File: src/rtl/if_stage_pkg.sv
// Shared definitions for the instruction-fetch stage.
//   INSTR_W / ADDR_W   : instruction and address widths
//   NOP_INSTR          : encoding placed in IF/ID for a bubble
//   DEFAULT_RESET_PC   : default first fetch address
//   fetch_state_t      : fetch FSM states (FETCH / HOLD / DISCARD)
//   ifid_ctl_t         : IF/ID register control (keep / load / bubble)
//   next_pc()          : PC + 4, wrapping modulo 2^32
package if_stage_pkg;

    localparam int INSTR_W = 32;
    localparam int ADDR_W  = 32;

    localparam logic [INSTR_W-1:0] NOP_INSTR        = '0;
    localparam logic [ADDR_W-1:0]  DEFAULT_RESET_PC = 32'h0000_0000;

    typedef enum logic [1:0] {
        FETCH   = 2'd0,
        HOLD    = 2'd1,
        DISCARD = 2'd2
    } fetch_state_t;

    typedef enum logic [1:0] {
        IFID_KEEP   = 2'd0,
        IFID_LOAD   = 2'd1,
        IFID_BUBBLE = 2'd2
    } ifid_ctl_t;

    function automatic logic [ADDR_W-1:0] next_pc(input logic [ADDR_W-1:0] pc);
        return pc + ADDR_W'(4);
    endfunction

endpackage

File: src/rtl/if_stage_if.sv
// Instruction-memory request bus.
//   imem_req   : fetch request (driven by the fetch stage)
//   imem_addr  : fetch address
//   imem_ack   : rdata valid this cycle (driven by memory)
//   imem_rdata : instruction word
// Handshake: a word transfers on every cycle where imem_req and imem_ack are
// both 1; ack may arrive in the same cycle req rises (zero-wait). While
// imem_req=1 and no ack has been seen, imem_addr is held stable. The
// requester may drop imem_req without an ack only through reset.
interface if_stage_if;
    import if_stage_pkg::*;

    logic                imem_req;
    logic [ADDR_W-1:0]   imem_addr;
    logic                imem_ack;
    logic [INSTR_W-1:0]  imem_rdata;

    modport master (
        output imem_req,
        output imem_addr,
        input  imem_ack,
        input  imem_rdata
    );

    modport slave (
        input  imem_req,
        input  imem_addr,
        output imem_ack,
        output imem_rdata
    );

endinterface

File: src/rtl/if_stage_if_id_reg.sv
// IF/ID pipeline register.
//   clk, reset        : clock, synchronous active-high reset
//   ctl               : KEEP holds, LOAD captures instr_in/pc4_in, BUBBLE inserts a NOP
//   instr_in, pc4_in  : word and PC+4 to capture on LOAD
//   instr_ID, pcPlus4_ID, valid_ID : register contents presented to decode
module if_id_reg
    import if_stage_pkg::*;
(
    input  logic               clk,
    input  logic               reset,
    input  ifid_ctl_t          ctl,
    input  logic [INSTR_W-1:0] instr_in,
    input  logic [ADDR_W-1:0]  pc4_in,
    output logic [INSTR_W-1:0] instr_ID,
    output logic [ADDR_W-1:0]  pcPlus4_ID,
    output logic               valid_ID
);

    always_ff @(posedge clk) begin
        if (reset) begin
            instr_ID   <= NOP_INSTR;
            pcPlus4_ID <= '0;
            valid_ID   <= 1'b0;
        end else begin
            case (ctl)
                IFID_LOAD: begin
                    instr_ID   <= instr_in;
                    pcPlus4_ID <= pc4_in;
                    valid_ID   <= 1'b1;
                end
                IFID_BUBBLE: begin
                    instr_ID   <= NOP_INSTR;
                    pcPlus4_ID <= '0;
                    valid_ID   <= 1'b0;
                end
                default: begin
                    instr_ID   <= instr_ID;
                    pcPlus4_ID <= pcPlus4_ID;
                    valid_ID   <= valid_ID;
                end
            endcase
        end
    end

endmodule

File: src/rtl/if_stage.sv
// Instruction-fetch stage with IF/ID register. Owns the PC.
//   clk, reset     : clock, synchronous active-high reset
//   IF_ID_stall    : hold IF/ID and PC
//   redirect_ID    : taken branch/jump resolved in ID (honoured only when not stalled)
//   target_ID      : redirect target
//   imem           : instruction-memory request bus (master side)
//   instr_ID, pcPlus4_ID, valid_ID : IF/ID contents for decode
//   state_dbg      : current fetch FSM state
// A word acked while ID is stalled is parked in a one-entry hold buffer
// (HOLD). A redirect that arrives while a fetch is still un-acked leaves that
// request on the bus until it completes, then throws the word away (DISCARD).
module if_stage
    import if_stage_pkg::*;
#(
    parameter logic [ADDR_W-1:0] RESET_PC = DEFAULT_RESET_PC
) (
    input  logic               clk,
    input  logic               reset,
    input  logic               IF_ID_stall,
    input  logic               redirect_ID,
    input  logic [ADDR_W-1:0]  target_ID,
    if_stage_if.master         imem,
    output logic [INSTR_W-1:0] instr_ID,
    output logic [ADDR_W-1:0]  pcPlus4_ID,
    output logic               valid_ID,
    output fetch_state_t       state_dbg
);

    fetch_state_t       state, state_n;
    logic [ADDR_W-1:0]  pc_f, pc_n;
    logic [ADDR_W-1:0]  discard_pc, discard_pc_n;
    logic [INSTR_W-1:0] hold_instr, hold_instr_n;
    logic [ADDR_W-1:0]  hold_pc4, hold_pc4_n;

    ifid_ctl_t          ifid_ctl;
    logic [INSTR_W-1:0] ifid_instr;
    logic [ADDR_W-1:0]  ifid_pc4;

    logic adv;
    logic [ADDR_W-1:0] pc_plus4;

    assign adv       = !IF_ID_stall;
    assign pc_plus4  = next_pc(pc_f);
    assign state_dbg = state;

    always_ff @(posedge clk) begin
        if (reset) begin
            state      <= FETCH;
            pc_f       <= RESET_PC;
            discard_pc <= '0;
            hold_instr <= '0;
            hold_pc4   <= '0;
        end else begin
            state      <= state_n;
            pc_f       <= pc_n;
            discard_pc <= discard_pc_n;
            hold_instr <= hold_instr_n;
            hold_pc4   <= hold_pc4_n;
        end
    end

    always_comb begin
        state_n        = state;
        pc_n           = pc_f;
        discard_pc_n   = discard_pc;
        hold_instr_n   = hold_instr;
        hold_pc4_n     = hold_pc4;
        imem.imem_req  = 1'b1;
        imem.imem_addr = pc_f;
        ifid_ctl       = IFID_KEEP;
        ifid_instr     = imem.imem_rdata;
        ifid_pc4       = pc_plus4;

        case (state)
            FETCH: begin
                if (adv && redirect_ID) begin
                    pc_n     = target_ID;
                    ifid_ctl = IFID_BUBBLE;
                    // The in-flight request must still complete at its old address.
                    if (!imem.imem_ack) begin
                        discard_pc_n = pc_f;
                        state_n      = DISCARD;
                    end
                end else if (adv && imem.imem_ack) begin
                    ifid_ctl = IFID_LOAD;
                    pc_n     = pc_plus4;
                end else if (adv) begin
                    ifid_ctl = IFID_BUBBLE;
                end else if (imem.imem_ack) begin
                    hold_instr_n = imem.imem_rdata;
                    hold_pc4_n   = pc_plus4;
                    pc_n         = pc_plus4;
                    state_n      = HOLD;
                end
            end
            HOLD: begin
                imem.imem_req = 1'b0;
                ifid_instr    = hold_instr;
                ifid_pc4      = hold_pc4;
                if (adv && redirect_ID) begin
                    pc_n     = target_ID;
                    ifid_ctl = IFID_BUBBLE;
                    state_n  = FETCH;
                end else if (adv) begin
                    ifid_ctl = IFID_LOAD;
                    state_n  = FETCH;
                end
            end
            DISCARD: begin
                imem.imem_addr = discard_pc;
                if (imem.imem_ack) begin
                    state_n = FETCH;
                end
                if (adv) begin
                    ifid_ctl = IFID_BUBBLE;
                    if (redirect_ID) begin
                        pc_n = target_ID;
                    end
                end
            end
            default: begin
                state_n = FETCH;
            end
        endcase
    end

    if_id_reg u_if_id_reg (
        .clk        (clk),
        .reset      (reset),
        .ctl        (ifid_ctl),
        .instr_in   (ifid_instr),
        .pc4_in     (ifid_pc4),
        .instr_ID   (instr_ID),
        .pcPlus4_ID (pcPlus4_ID),
        .valid_ID   (valid_ID)
    );

endmodule

File: src/flat_wrapper.sv
// flat-port wrapper written by rule: the top's interface ports become plain ports
module if_stage_flat import if_stage_pkg::*;
#(
    parameter logic [ADDR_W-1:0] RESET_PC = DEFAULT_RESET_PC
)
  (clk, reset, IF_ID_stall, redirect_ID, target_ID, instr_ID, pcPlus4_ID, valid_ID, state_dbg, imem_imem_req, imem_imem_addr, imem_imem_ack, imem_imem_rdata);
  if_stage_if imem_i ();
  input  logic clk;
  input  logic reset;
  input  logic IF_ID_stall;
  input  logic redirect_ID;
  input  logic [ADDR_W-1:0] target_ID;
  output logic [INSTR_W-1:0] instr_ID;
  output logic [ADDR_W-1:0] pcPlus4_ID;
  output logic valid_ID;
  output fetch_state_t state_dbg;
  output wire logic [$bits(imem_i.imem_req)-1:0] imem_imem_req;
  output wire logic [$bits(imem_i.imem_addr)-1:0] imem_imem_addr;
  input wire logic [$bits(imem_i.imem_ack)-1:0] imem_imem_ack;
  input wire logic [$bits(imem_i.imem_rdata)-1:0] imem_imem_rdata;
  assign imem_imem_req = imem_i.imem_req;
  assign imem_imem_addr = imem_i.imem_addr;
  assign imem_i.imem_ack = imem_imem_ack;
  assign imem_i.imem_rdata = imem_imem_rdata;
  if_stage #(.RESET_PC(RESET_PC)) u_core (.clk(clk), .reset(reset), .IF_ID_stall(IF_ID_stall), .redirect_ID(redirect_ID), .target_ID(target_ID), .imem(imem_i), .instr_ID(instr_ID), .pcPlus4_ID(pcPlus4_ID), .valid_ID(valid_ID), .state_dbg(state_dbg));
endmodule
File: config.mk
export PLATFORM = sky130hd
export DESIGN_NAME = if_stage_flat
export DESIGN_NICKNAME = d
export VERILOG_FILES = /design/src/rtl/if_stage_pkg.sv /design/src/rtl/if_stage_if.sv /design/src/rtl/if_stage_if_id_reg.sv /design/src/rtl/if_stage.sv /design/src/flat_wrapper.sv
export SDC_FILE = /design/constraint.sdc
export NUM_CORES = 1
export LEC_CHECK = 0
export CORE_AREA = 2 2 173 175
export CTS_CLUSTER_SIZE = 25
export DETAILED_ROUTE_END_ITERATION = 7
export DIE_AREA = 0 0 175 177
export DONT_BUFFER_PORTS = 1
export GPL_ROUTABILITY_DRIVEN = 0
export MAX_ROUTING_LAYER = met4
export SYNTH_ARGS = -nofsm -noshare
export SYNTH_HDL_FRONTEND = slang
export SYNTH_HIERARCHICAL = 1
export SYNTH_SLANG_ARGS = --single-unit
File: constraint.sdc
create_clock -name clk -period 4.6 [get_ports clk]
set_input_delay 0.23 -clock clk [delete_from_list [all_inputs] [get_ports clk]]
set_output_delay 0.23 -clock clk [all_outputs]
set_load 0.02 [all_outputs]
==> results.md, run 1 <==
- Status: finished, final reports clean
- Share of layout cells above drive strength 1: 17.8%
- Max_slew headroom: 25.4%
- Layout Nets: 1238
- Critical Path End Type: flop
- Leading post-synthesis cells by cell area: dfxtp_1, mux2_2, nand2_1, o22ai_2, a21oi_1
- Setup CP Type: flop to flop
- CTS tree: yes
- PD cells: 381 nW/um^2
- Rows: 63
- CTS root buf: clkbuf_16
- Most frequent CP cell: ha_2
- Drt wl/cell: 18.8 microns
- Psw: 0.00132 W
- Worst min-delay path class: primary input to flop
- Hold WS: 0.0274 ns
- Hold Buf Count CTS: 46
- Layout Utilization: 38.4%
- Top_reg_cell synth: dfxtp_1
- CP Depth: 6
- Htree depth: 4
- Switching share of power: 30.8%
- Cell Int Power: 0.00296 W
- Flop-to-flop setup slack: 0.80 ns
- Filler cell count: 2970
- Cell count after synthesis: 1196
- Asr flop ratio synth: 0%
- Synth area leader: dfxtp_1
- YS warnings: 6
- Total die area: 31000 sq um
- Slowest-stage cell, CP: or2_4
- Die Wd: 175 microns
- Crit path largest cell delay: 0.98 ns
- Total number of vias: 8241
- Final min period: 3.80 ns
- Clk buf depth: 2
- PortBufs: 0
- Placed cell areas: 10100 sq um
- Vias in the first global route: 7739
- Initial antenna violation count: 5
- Max_cap viols: 0
- Pre-antenna DRT Iters: 5
- Setup Fix Bufs, Post-CTS: 0
- Required @ worst endpoint: 4.86 ns
- Syn_area_per_cell: 8.43 sq um
- Fin area: 11200 sq um
- Final setup fails: 0
- Largest fanout on the critical path: 63
- ANT nets after route: 0
- Worst R2R Path Depth: 6
- Io pins: 169
- Clk pwr share: 35.0%
- PostCTS Resize Cnt: 0
- Pins over their slew limit: 0
- GRT overflow: 0
- Worst path top cell family by delay: adder cells
- Initial DRC Count: 619
- Post-DP HPWL: 18.1 mm
- Arr. time, crit path: 4.06 ns
- Setup crit start kind: flop
- Post-synth EDFFs: 0
- Cts bufs inserted: 17
- Vias/cell: 5.25
- Power, Total: 0.00427 W
- Clock latency on the worst-skew pair: 0.43 ns
- Total GRT Usage: 19.3%
- Fin. Hold Viols: 0
- Synth Net Count: 1272
- Setup TNS: 0 ns
- Largest net degree at the start of global routing: 180
- First-pass GRT wire length: 45.5 mm
- Clock transition at path regs: 0.07 ns
- Core footprint: 29200 sq um
- Cell area after synthesis: 10100 sq um
- RR Endpoint: u_core/u_if_id_reg/instr_ID[24]
- Area Overhead vs Synth: 11.4%
- Starting Density: 34.5%
- Logic gate share of total power: 18.6%
- Die Ht: 177 microns
- Reg-to-reg startpoint: u_core/state_dbg[1]
- Leakage: 3.77 nW
- Worst-margin pin slew: 1.12 ns
- Library cells used by synthesis: 62
- Total clock sinks: 195
- Total Wirelength: 29.5 mm
- Peak supply drop: 219 uV
- Skew final: 0.0144 ns
- Post-synth top area share: 38.7%
- Hold Crit Start: target_ID[2]
- Hold path depth: 3
- Final period utilization: 82.6%
- Worst path buffer plus inverter count: 0
- Remaining DRCs: 0
- Post-synthesis sequential area ratio: 38.7%
- Hold EP: u_core/pc_f[2]
- Ordered list of cells on the worst path: ha_2 > nor2_1 > nor3_1 > ha_2 > or2_4 > o22ai_1
- #FFs+latches synth: 195
- Fmax achieved: 0.263 GHz
- Seq pwr share: 46.3%
- RSZ-0062 raised after global routing: false
-- synth_stat cells, types with 3 or more instances --
| cell | n |
|---|---|
| nand2_1 | 245 |
| dfxtp_1 | 195 |
| a21oi_1 | 103 |
| mux2_2 | 89 |
| nor2_1 | 79 |
| nand2b_1 | 70 |
| clkbuf_1 | 63 |
| o22ai_2 | 60 |
| o21ai_0 | 29 |
| buf_2 | 23 |
| nand3_1 | 19 |
| nor3_1 | 19 |
| xnor2_1 | 18 |
| nand4_1 | 15 |
| o21a_1 | 15 |
| a31oi_1 | 10 |
| inv_1 | 10 |
| xor2_1 | 10 |
| buf_1 | 8 |
| buf_4 | 8 |
| buf_6 | 8 |
| a22oi_1 | 7 |
| ha_1 | 7 |
| nor4_1 | 7 |
| o211ai_1 | 6 |
| and3_1 | 5 |
| and2_1 | 4 |
| o31ai_1 | 4 |
| or4_1 | 4 |
| a211o_1 | 3 |
| a211oi_1 | 3 |
| nand3_4 | 3 |
| nor2b_1 | 3 |
| o22ai_1 | 3 |
| or3_1 | 3 |
-- stage by stage --
step / setup WS (ns) / instances
3_5_place_dp: 0.761 / 1486
5_1_grt: 0.474 / 1569
3_3_place_gp: 0.782 / 1486
2_1_floorplan: 1.97 / 1196
4_1_cts: 0.752 / 1563
6_report: 0.798 / 1569
-- area by class of cell --
cell class                 instances  area, sq um  share of cell area, %
clock buffer                      24          482                   4.29
sequential                       195         3900                   34.8
tap                              390          488                   4.35
timing repair buffer              59          588                   5.24
antenna                            5         12.5                  0.111
clock inverter                     7         97.6                  0.869
inverter                          11         41.3                  0.368
multi-input combinational        878         5610                   50.0
-- flip-flops by register name, summed over array words and instances (netlist names) --
name and cells:
u_core/discard_pc 32, u_core/u_if_id_reg/pcPlus4_ID 32, u_core/hold_instr 32, u_core/state_dbg 2
u_core/u_if_id_reg/instr_ID 32, u_core/hold_pc4 32, u_core/pc_f 32, u_core/u_if_id_reg/valid_ID 1
-- power groups by stage --
stage	Combinational, W	Sequential (W)	Clock (W)
after floorplan	0.000675	0.00194	0
after global placement	0.000707	0.00201	0
after detailed placement	0.000714	0.00202	0
after CTS	0.000795	0.00198	0.00154
after global routing	0.000866	0.00200	0.00161
final	0.000796	0.00198	0.00150
-- layer usage --
metal  global-route usage, %  part of all wire, %
met4                    4.55                  1.2
met3                    6.16                  8.4
met1                    25.4                   46
met5                       -                    0
met2                    28.9                   44
-- layout by cell type, fill, tap and decap left out, types with 4 or more instances in the layout --
| cell | Yosys | routed |
|---|---|---|
| nand2_1 | 245 | 245 |
| nand2b_1 | 70 | 70 |
| inv_1 | 10 | 10 |
| dfxtp_1 | 195 | 195 |
| a21oi_1 | 103 | 103 |
| dlygate4sd3_1 | 0 | 45 |
| o211ai_1 | 6 | 6 |
| nand3_1 | 19 | 18 |
| nand4_1 | 15 | 15 |
| or4_1 | 4 | 4 |
| ha_1 | 7 | 4 |
| o22ai_2 | 60 | 60 |
| a22oi_1 | 7 | 7 |
| diode_2 | 0 | 5 |
| nor2_1 | 79 | 79 |
| xnor2_1 | 18 | 18 |
| xor2_1 | 10 | 10 |
| a31oi_1 | 10 | 10 |
| buf_4 | 8 | 12 |
| nor3_1 | 19 | 18 |
| nor4_1 | 7 | 7 |
| o31ai_1 | 4 | 4 |
| mux2_2 | 89 | 89 |
| o21a_1 | 15 | 15 |
| clkbuf_16 | 0 | 17 |
| and2_1 | 4 | 4 |
| and3_1 | 5 | 4 |
| clkbuf_1 | 63 | 4 |
| o21ai_0 | 29 | 29 |
-- worst reg2reg max path: cells and delay by family, from the launching register on --
family	cells	cell delay, ns
AO/OA/AOI/OAI	1	0.21
adder cells (fa/ha/maj)	2	1.46
flip-flops	1	0.58
AND/OR/NAND/NOR	3	1.39
-- cell families after synthesis --
logic type / after synthesis / share of synthesized area [%]
simple gates: 498 / 23.4
fa+ha+maj: 7 / 0.869
buf+inv: 123 / 5.78
xor+xnor: 28 / 2.43
mux: 89 / 9.94
flops: 195 / 38.7
compound gates: 256 / 18.8
-- worst max path at each step --
stage	start	endpoint	slack, ns
floorplan	u_core/state_dbg[0]	u_core/u_if_id_reg/instr_ID[31]	1.97
global placement	u_core/state_dbg[1]	u_core/u_if_id_reg/instr_ID[24]	0.78
detailed placement	u_core/state_dbg[1]	u_core/u_if_id_reg/instr_ID[24]	0.76
CTS	u_core/state_dbg[1]	u_core/u_if_id_reg/instr_ID[24]	0.75
global route	u_core/state_dbg[1]	u_core/u_if_id_reg/instr_ID[24]	0.47
finish	u_core/state_dbg[1]	u_core/u_if_id_reg/instr_ID[24]	0.80
No activity file was read; power rests on OpenSTA's default activity.
==> run 2: changes to the inputs <==
==> constraint.sdc (replaced) <==
create_clock -name clk -period 3.21 [get_ports clk]
set_input_delay 0.1605 -clock clk [delete_from_list [all_inputs] [get_ports clk]]
set_output_delay 0.1605 -clock clk [all_outputs]
set_load 0.02 [all_outputs]
==> run 2 against run 1 <==
Effect of this change: routed wire length is 1.2% higher; clock skew decreased by 0.0048 ns; power up 45%; design area increased by 7.5%; largest cell class unchanged; highest routed layer unchanged.
==> results.md, run 2 (synthesis results as in run 1) <==
- Clock latency on the worst-skew pair: 0.43 ns (about the same)
- Slowest-stage cell, CP: dlygate4sd3_1
- Htree depth: 4 (unchanged)
- Worst min-delay path class: primary input to flop
- Ordered list of cells on the worst path: ha_1 > nand4_1 > buf_4 > nor4_4 > nand4_1 > or3_1 > a31oi_1 > dlygate4sd3_1
- Starting Density: 34.5% (unchanged)
- Drt wl/cell: 18.0 microns (-4.2%)
- Commonest non-fill, non-tap cell in the layout: nand2_1
- Die Wd: 175 microns (unchanged)
- Required @ worst endpoint: 3.58 ns (-1.28 ns)
- Total Wirelength: 29.9 mm (+1.2%)
- Share of layout cells above drive strength 1: 18.2% (+0.39 points)
- Setup WS post-layout: 0.169 ns (-0.630 ns)
- Worst R2R Path Depth: 8 (+2)
- ANT nets after route: 0 (unchanged)
- Total die area: 31000 sq um (unchanged)
- CTS tree: yes
- Hold Crit Start: target_ID[17]
- Dpl ws: 0.328 ns (-0.432 ns)
- Hold path depth: 3 (unchanged)
- Core footprint: 29200 sq um (unchanged)
- Initial antenna violation count: 3 (-2)
- Worst-margin pin slew: 1.16 ns (+0.0364 ns)
- Crit path largest cell delay: 0.59 ns (-0.39 ns)
- RSZ-0062 raised after global routing: false
- Hold EP: u_core/pc_f[17]
- GRT overflow: 0 (unchanged)
- Filler cell count: 2898 (-2.4%)
- Rows: 63 (unchanged)
- Final min period: 3.04 ns (-0.760 ns)
- Multi-input logic area: 5620 sq um (+0.16%)
- Arr. time, crit path: 3.41 ns (-0.65 ns)
- Final period utilization: 94.7% (+12 points)
- Post-Place Cells: 1501 (+1.0%)
- Status: finished, final reports clean
- Vias in the first global route: 8327 (+7.6%)
- Fmax achieved: 0.329 GHz (+25%)
- PortBufs: 0 (unchanged)
- RR Endpoint: u_core/pc_f[24]
- Clk buf depth: 2 (unchanged)
- Total clock sinks: 195 (unchanged)
- Max_cap viols: 0 (unchanged)
- CTS root buf: clkbuf_16
- Largest fanout on the critical path: 10 (-84%)
- Remaining DRCs: 0 (unchanged)
- Flop-to-flop setup slack: 0.17 ns (-0.63 ns)
- Max_slew headroom: 22.9% (-2.4 points)
- Die Ht: 177 microns (unchanged)
- Io pins: 169 (unchanged)
- Reg-to-reg startpoint: u_core/pc_f[2]
- Peak supply drop: 381 uV (+75%)
- Fin. Hold Viols: 0 (unchanged)
- Layout Nets: 1327 (+7.2%)
- Pre-antenna DRT Iters: 5 (unchanged)
- Clock transition at path regs: 0.07 ns (about the same)
- Non-filler cells, final: 1657 (+5.6%)
- Total GRT Usage: 19.8% (+0.46 points)
- Total number of vias: 8612 (+4.5%)
- Pins over their slew limit: 0 (unchanged)
- Setup TNS: 0 ns (unchanged)
- Final setup fails: 0 (unchanged)
- Area Overhead vs Synth: 19.7%
- Most frequent cells in the layout: nand2_1, dfxtp_1, dlygate4sd3_1
- Register Area: 3900 sq um (unchanged)
- Post-DP HPWL: 18.5 mm (+2.3%)
- Critical Path End Type: flop
- First-pass GRT wire length: 47.0 mm (+3.3%)
- Vias/cell: 5.20 (-1.0%)
- Cts bufs inserted: 17 (unchanged)
- Power, Total: 0.00621 W (+45%)
- PD cells: 515 nW/um^2 (+35%)
- Setup crit start kind: flop
- Largest net degree at the start of global routing: 145 (-19%)
- Skew final: 0.00967 ns (-0.00477 ns)
- Leakage: 4.43 nW (+17%)
- Most frequent CP cell: nand4_1
- Setup CP Type: flop to flop
- Initial DRC Count: 724 (+17%)
==> run 2: cell count changes in the layout (fill, tap and decap cells not counted), sizes merged <==
cell         change
dlygate4sd3     +72
clkinvlp         -1
clkinv           +4
clkbuf           -3
inv              +1
buf             +17
diode            -2
==> run 2: stage by stage <==
step	utilization, %	instance area, sq um	hold WS (ns)
6_report	41.3	12100	0.0355
5_1_grt	41.3	12100	0.0246
4_1_cts	41.1	12000	0.0215
3_5_place_dp	35.0	10200	0.247
3_3_place_gp	35.0	10200	0.249
2_1_floorplan	-	10100	0.296
==> run 2: repair_timing <==
item                                    in CTS  in global routing
gates resized for setup                      0                  3
setup buffers                                0                  3
hold buffers                               118                  0
hold endpoints to repair                   194                  0
endpoints found under the setup margin       0                  4
==> run 2: area by class of cell <==
class	count	share of cell area [%]
diodes	3	0.0622
flip-flops and latches	195	32.3
multi-input cells	878	46.6
clock inverters	11	1.05
repair buffers	148	11.8
clock buffers	21	3.73
well taps	390	4.04
inverters	11	0.342
==> run 2: report_power, final <==
| part | leakage, nW | internal [W] | switching, W |
|---|---|---|---|
| logic | 2.56 | 0.000521 | 0.000703 |
| registers | 1.59 | 0.00258 | 0.000250 |
| clock network | 0.282 | 0.00118 | 0.000983 |
==> run 2: worst max-delay path, delay by kind of cell (launching register included) <==
| kind | cells | cell delay, ns |
|---|---|---|
| buffers and inverters | 2 | 0.79 |
| AOI/OAI and AO/OA | 1 | 0.20 |
| adders and majority gates | 1 | 0.34 |
| DFF | 1 | 0.52 |
| and+or+nand+nor | 4 | 1.13 |
==> run 2: worst max-delay path by stage <==
stage / slack, ns / startpoint / cells past startpoint / endpoint
floorplan: 0.58 / u_core/state_dbg[0] / 12 / u_core/u_if_id_reg/instr_ID[31]
global placement: 0.40 / u_core/state_dbg[1] / 9 / u_core/u_if_id_reg/instr_ID[24]
detailed placement: 0.33 / u_core/state_dbg[1] / 9 / u_core/u_if_id_reg/instr_ID[24]
CTS: 0.03 / u_core/state_dbg[0] / 11 / u_core/u_if_id_reg/valid_ID
global route: 0.04 / u_core/state_dbg[0] / 11 / u_core/u_if_id_reg/valid_ID
finish: 0.17 / u_core/pc_f[2] / 8 / u_core/pc_f[24]
==> run 2: metal layers <==
layer / global-route usage [%] / share of wire [%]
met1: 25.3 / 46
met2: 30.0 / 45
met3: 6.83 / 8.0
met4: 4.79 / 1.6
met5: - / 0
==> run 3: changes to the inputs <==
--- a/config.mk
+++ b/config.mk
@@ -5,10 +5,12 @@
 export SDC_FILE = /design/constraint.sdc
 export NUM_CORES = 1
 export LEC_CHECK = 0
-export CORE_AREA = 2 2 173 175
+export ABC_AREA = 1
+export CAP_MARGIN = 20
+export CORE_AREA = 2 2 166 168
 export CTS_CLUSTER_SIZE = 25
 export DETAILED_ROUTE_END_ITERATION = 7
-export DIE_AREA = 0 0 175 177
+export DIE_AREA = 0 0 168 170
 export DONT_BUFFER_PORTS = 1
 export GPL_ROUTABILITY_DRIVEN = 0
 export MAX_ROUTING_LAYER = met4
==> run 3 against run 2 <==
Effect of this change: sequential power rose by 31%; hold slack got worse by 0.021 ns; synthesized cell count rose by 16%; maximum frequency rose by 3.2%; clock power barely moved; final cell count rose by 5.7%; routed wire length fell by 18%; area after synthesis fell by 8.2%; clock-buffer cell count fell by 4; via count fell by 2.6%; design area fell by 12%; largest cell class unchanged.
==> results.md, run 3 <==
- Fin. Hold Viols: 0 (unchanged)
- Final setup fails: 0 (unchanged)
- Most frequent cells in the layout: nand2_1, dfxtp_1, a21oi_1
- Synth top cells by count: nand2_1, dfxtp_1, a21oi_1
- Worst-margin pin slew: 0.869 ns (-0.287 ns)
- PD cells: 928 nW/um^2 (+80%)
- Worst min-delay path class: primary input to flop
- Core footprint: 26700 sq um (-8.9%)
- Setup TNS: 0 ns (unchanged)
- Power, Total: 0.00986 W (+59%)
- Worst R2R Path Depth: 10 (+2)
- Pins over their slew limit: 0 (unchanged)
- CTS root buf: clkbuf_16
- Post-Place Cells: 1666 (+11%)
- Share of layout cells above drive strength 1: 5.32% (-13 points)
- Pre-antenna DRT Iters: 5 (unchanged)
- Die Wd: 168 microns (-4.0%)
- Register Area: 3900 sq um (unchanged)
- Drt wl/cell: 14.1 microns (-22%)
- Die Ht: 170 microns (-4.0%)
- Post-synth EDFFs: 0 (unchanged)
- CTS tree: yes
- Largest fanout on the critical path: 32 (+22)
- Skew final: 0.0113 ns (+0.00158 ns)
- Clk buf depth: 2 (unchanged)
- Xor/xnor cell area share of the yosys netlist: 1.42% (-1.0 points)
- Max_cap viols: 0 (unchanged)
- Setup crit start kind: flop
- Post-DP HPWL: 16.6 mm (-10%)
- Peak supply drop: 424 uV (+11%)
- First-pass GRT wire length: 39.6 mm (-16%)
- Filler cell count: 2832 (-2.3%)
- Largest family of logic cells by synthesized area: simple AND/OR/NAND/NOR gates
- Cell count after synthesis: 1392 (+16%)
- Most frequent CP cell: nand2_1
- Fmax achieved: 0.339 GHz (+3.2%)
- Synth Net Count: 1468 (+15%)
- Total die area: 28600 sq um (-7.8%)
- Total GRT Usage: 17.7% (-2.1 points)
- Initial antenna violation count: 0 (-3)
- Htree depth: 4 (unchanged)
- Arr. time, crit path: 3.33 ns (-0.08 ns)
- Starting Density: 34.7% (+0.27 points)
- Initial DRC Count: 505 (-30%)
- RSZ-0062 raised after global routing: false
- Post-synthesis sequential area ratio: 42.2% (+3.4 points)
- Simple-Gate Fraction of Synth Area: 22.5% (-0.92 points)
- Total Wirelength: 24.7 mm (-18%)
- Critical Path End Type: flop
- #FFs+latches synth: 195 (unchanged)
- Flop-to-flop setup slack: 0.26 ns (+0.09 ns)
- Clock transition at path regs: 0.08 ns (about the same)
- RR Endpoint: u_core/u_if_id_reg/instr_ID[30]
- Hold path depth: 4 (+1)
- Vias in the first global route: 7469 (-10%)
- Multiplexer share of the synthesized area: 0.216% (-9.7 points)
- Crit path largest cell delay: 0.56 ns (-0.03 ns)
- Leakage: 4.35 nW (-1.8%)
- Post-synth top area share: 42.2% (+3.4 points)
- ANT nets after route: 0 (unchanged)
- Top_reg_cell synth: dfxtp_1
- Hold EP: u_core/pc_f[26]
- Largest net degree at the start of global routing: 105 (-28%)
- Dominant cell by count in the synthesized netlist: nand2_1
- Max_slew headroom: 41.5% (+19 points)
- Library cells used by synthesis: 31 (-50%)
- Leading post-synthesis cells by cell area: dfxtp_1, nand2_1, a21oi_1, o21ai_0, inv_1
- Post-Synth Adder-Cell Area: 0.946% (+0.077 points)
- Ordered list of cells on the worst path: inv_1 > ha_1 > nand2_1 > a311oi_2 > ha_2 > nor2_4 > buf_6 > nand2_1 > a21oi_1 > dlygate4sd3_1
- Slowest-stage cell, CP: dlygate4sd3_1
- Non-filler cells, final: 1751 (+5.7%)
- Layout Nets: 1473 (+11%)
- Required @ worst endpoint: 3.59 ns (about the same)
- Layout Utilization: 39.9% (-1.4 points)
- Total number of vias: 8389 (-2.6%)
- Cts bufs inserted: 17 (unchanged)
- Io pins: 169 (unchanged)
- Clock latency on the worst-skew pair: 0.44 ns (about the same)
- Rows: 60 (-4.8%)
- Cell area after synthesis: 9260 sq um (-8.2%)
- Hold Crit Start: target_ID[26]
- Compound-cell area share of the yosys netlist: 21.9% (+3.1 points)
- GRT overflow: 0 (unchanged)
- Setup Fix Bufs, Post-CTS: 0 (unchanged)
- Total clock sinks: 195 (unchanged)
- Diode count: 0 (-3)
- Syn_area_per_cell: 6.65 sq um (-21%)
- Reg-to-reg startpoint: u_core/state_dbg[0]
- Multi-input logic area: 4370 sq um (-22%)
- PortBufs: 0 (unchanged)
- Vias/cell: 4.79 (-7.8%)
- Setup CP Type: flop to flop
- Asr flop ratio synth: 0% (unchanged)
- Status: finished, final reports clean
- Commonest non-fill, non-tap cell in the layout: nand2_1
- YS warnings: 6 (unchanged)
- Hold WS: 0.0147 ns (-0.0209 ns)
- Final period utilization: 91.8% (-2.9 points)
- Synth area leader: dfxtp_1
- Remaining DRCs: 0 (unchanged)
- Area Overhead vs Synth: 14.8%
- Final min period: 2.95 ns (-0.0931 ns)
-- run 3: area by class of cell --
cell class,instances,share of cell area (%)
Inverter,161,5.69
Sequential cell,195,36.7
Tap cell,341,4.02
Multi-Input combinational cell,952,41.1
Timing Repair Buffer,70,6.70
Clock buffer,17,4.00
Clock inverter,15,1.75
-- run 3: per-stage QoR --
step,setup slack (ns),instance area [sq um]
3_5_place_dp,0.527,9450
3_3_place_gp,0.565,9450
5_1_grt,0.0130,10600
2_1_floorplan,1.06,9260
4_1_cts,0.0403,10600
6_report,0.262,10600
-- run 3: per-layer routing --
| metal | track usage [%] | share of wire [%] | up-vias |
|---|---|---|---|
| met2 | 26.2 | 43 | 210 |
| met4 | 4.46 | 1.2 | 0 |
| met3 | 4.44 | 6.0 | 20 |
| met1 | 24.2 | 50 | 3728 |
| met5 | - | 0 | - |
| li1 | - | - | 4431 |
-- run 3: worst max-delay path, delay by kind of cell (launching register included) --
kind / cells / cell delay, ns
buf+inv: 3 / 0.99
fa+ha+maj: 2 / 0.65
compound gates: 2 / 0.44
flops: 1 / 0.40
simple gates: 3 / 0.40
-- run 3: how the worst max path moves through the flow --
stage	from	end	cells past startpoint	slack (ns)
after floorplan	u_core/state_dbg[0]	u_core/u_if_id_reg/instr_ID[16]	9	1.06
after global placement	u_core/state_dbg[0]	u_core/u_if_id_reg/valid_ID	9	0.57
final	u_core/state_dbg[0]	u_core/u_if_id_reg/instr_ID[30]	10	0.26
after global routing	u_core/state_dbg[0]	u_core/u_if_id_reg/instr_ID[30]	10	0.01
after CTS	u_core/state_dbg[0]	u_core/u_if_id_reg/instr_ID[30]	9	0.04
after detailed placement	u_core/state_dbg[0]	u_core/u_if_id_reg/valid_ID	9	0.53
-- run 3: what timing repair did --
item | CTS | global route
hold endpoints to repair | 139 | 0
hold buffers | 53 | 0
resized for setup | 0 | 5
endpoints found under the setup margin | 0 | 1
-- run 3: power by group --
part / internal (W) / total [W] / switching (W) / leakage, nW
clock: 0.00107 / 0.00218 / 0.00111 / 0.297
combinational: 0.00113 / 0.00395 / 0.00283 / 2.45
sequential: 0.00303 / 0.00372 / 0.000699 / 1.60
-- run 3: cell families after synthesis --
family / Yosys count
and+or+nand+nor: 528
AOI/OAI and AO/OA: 400
buffers and inverters: 245
DFF: 195
xor gates and xnor gates: 15
adders and majority gates: 7
muxes: 2
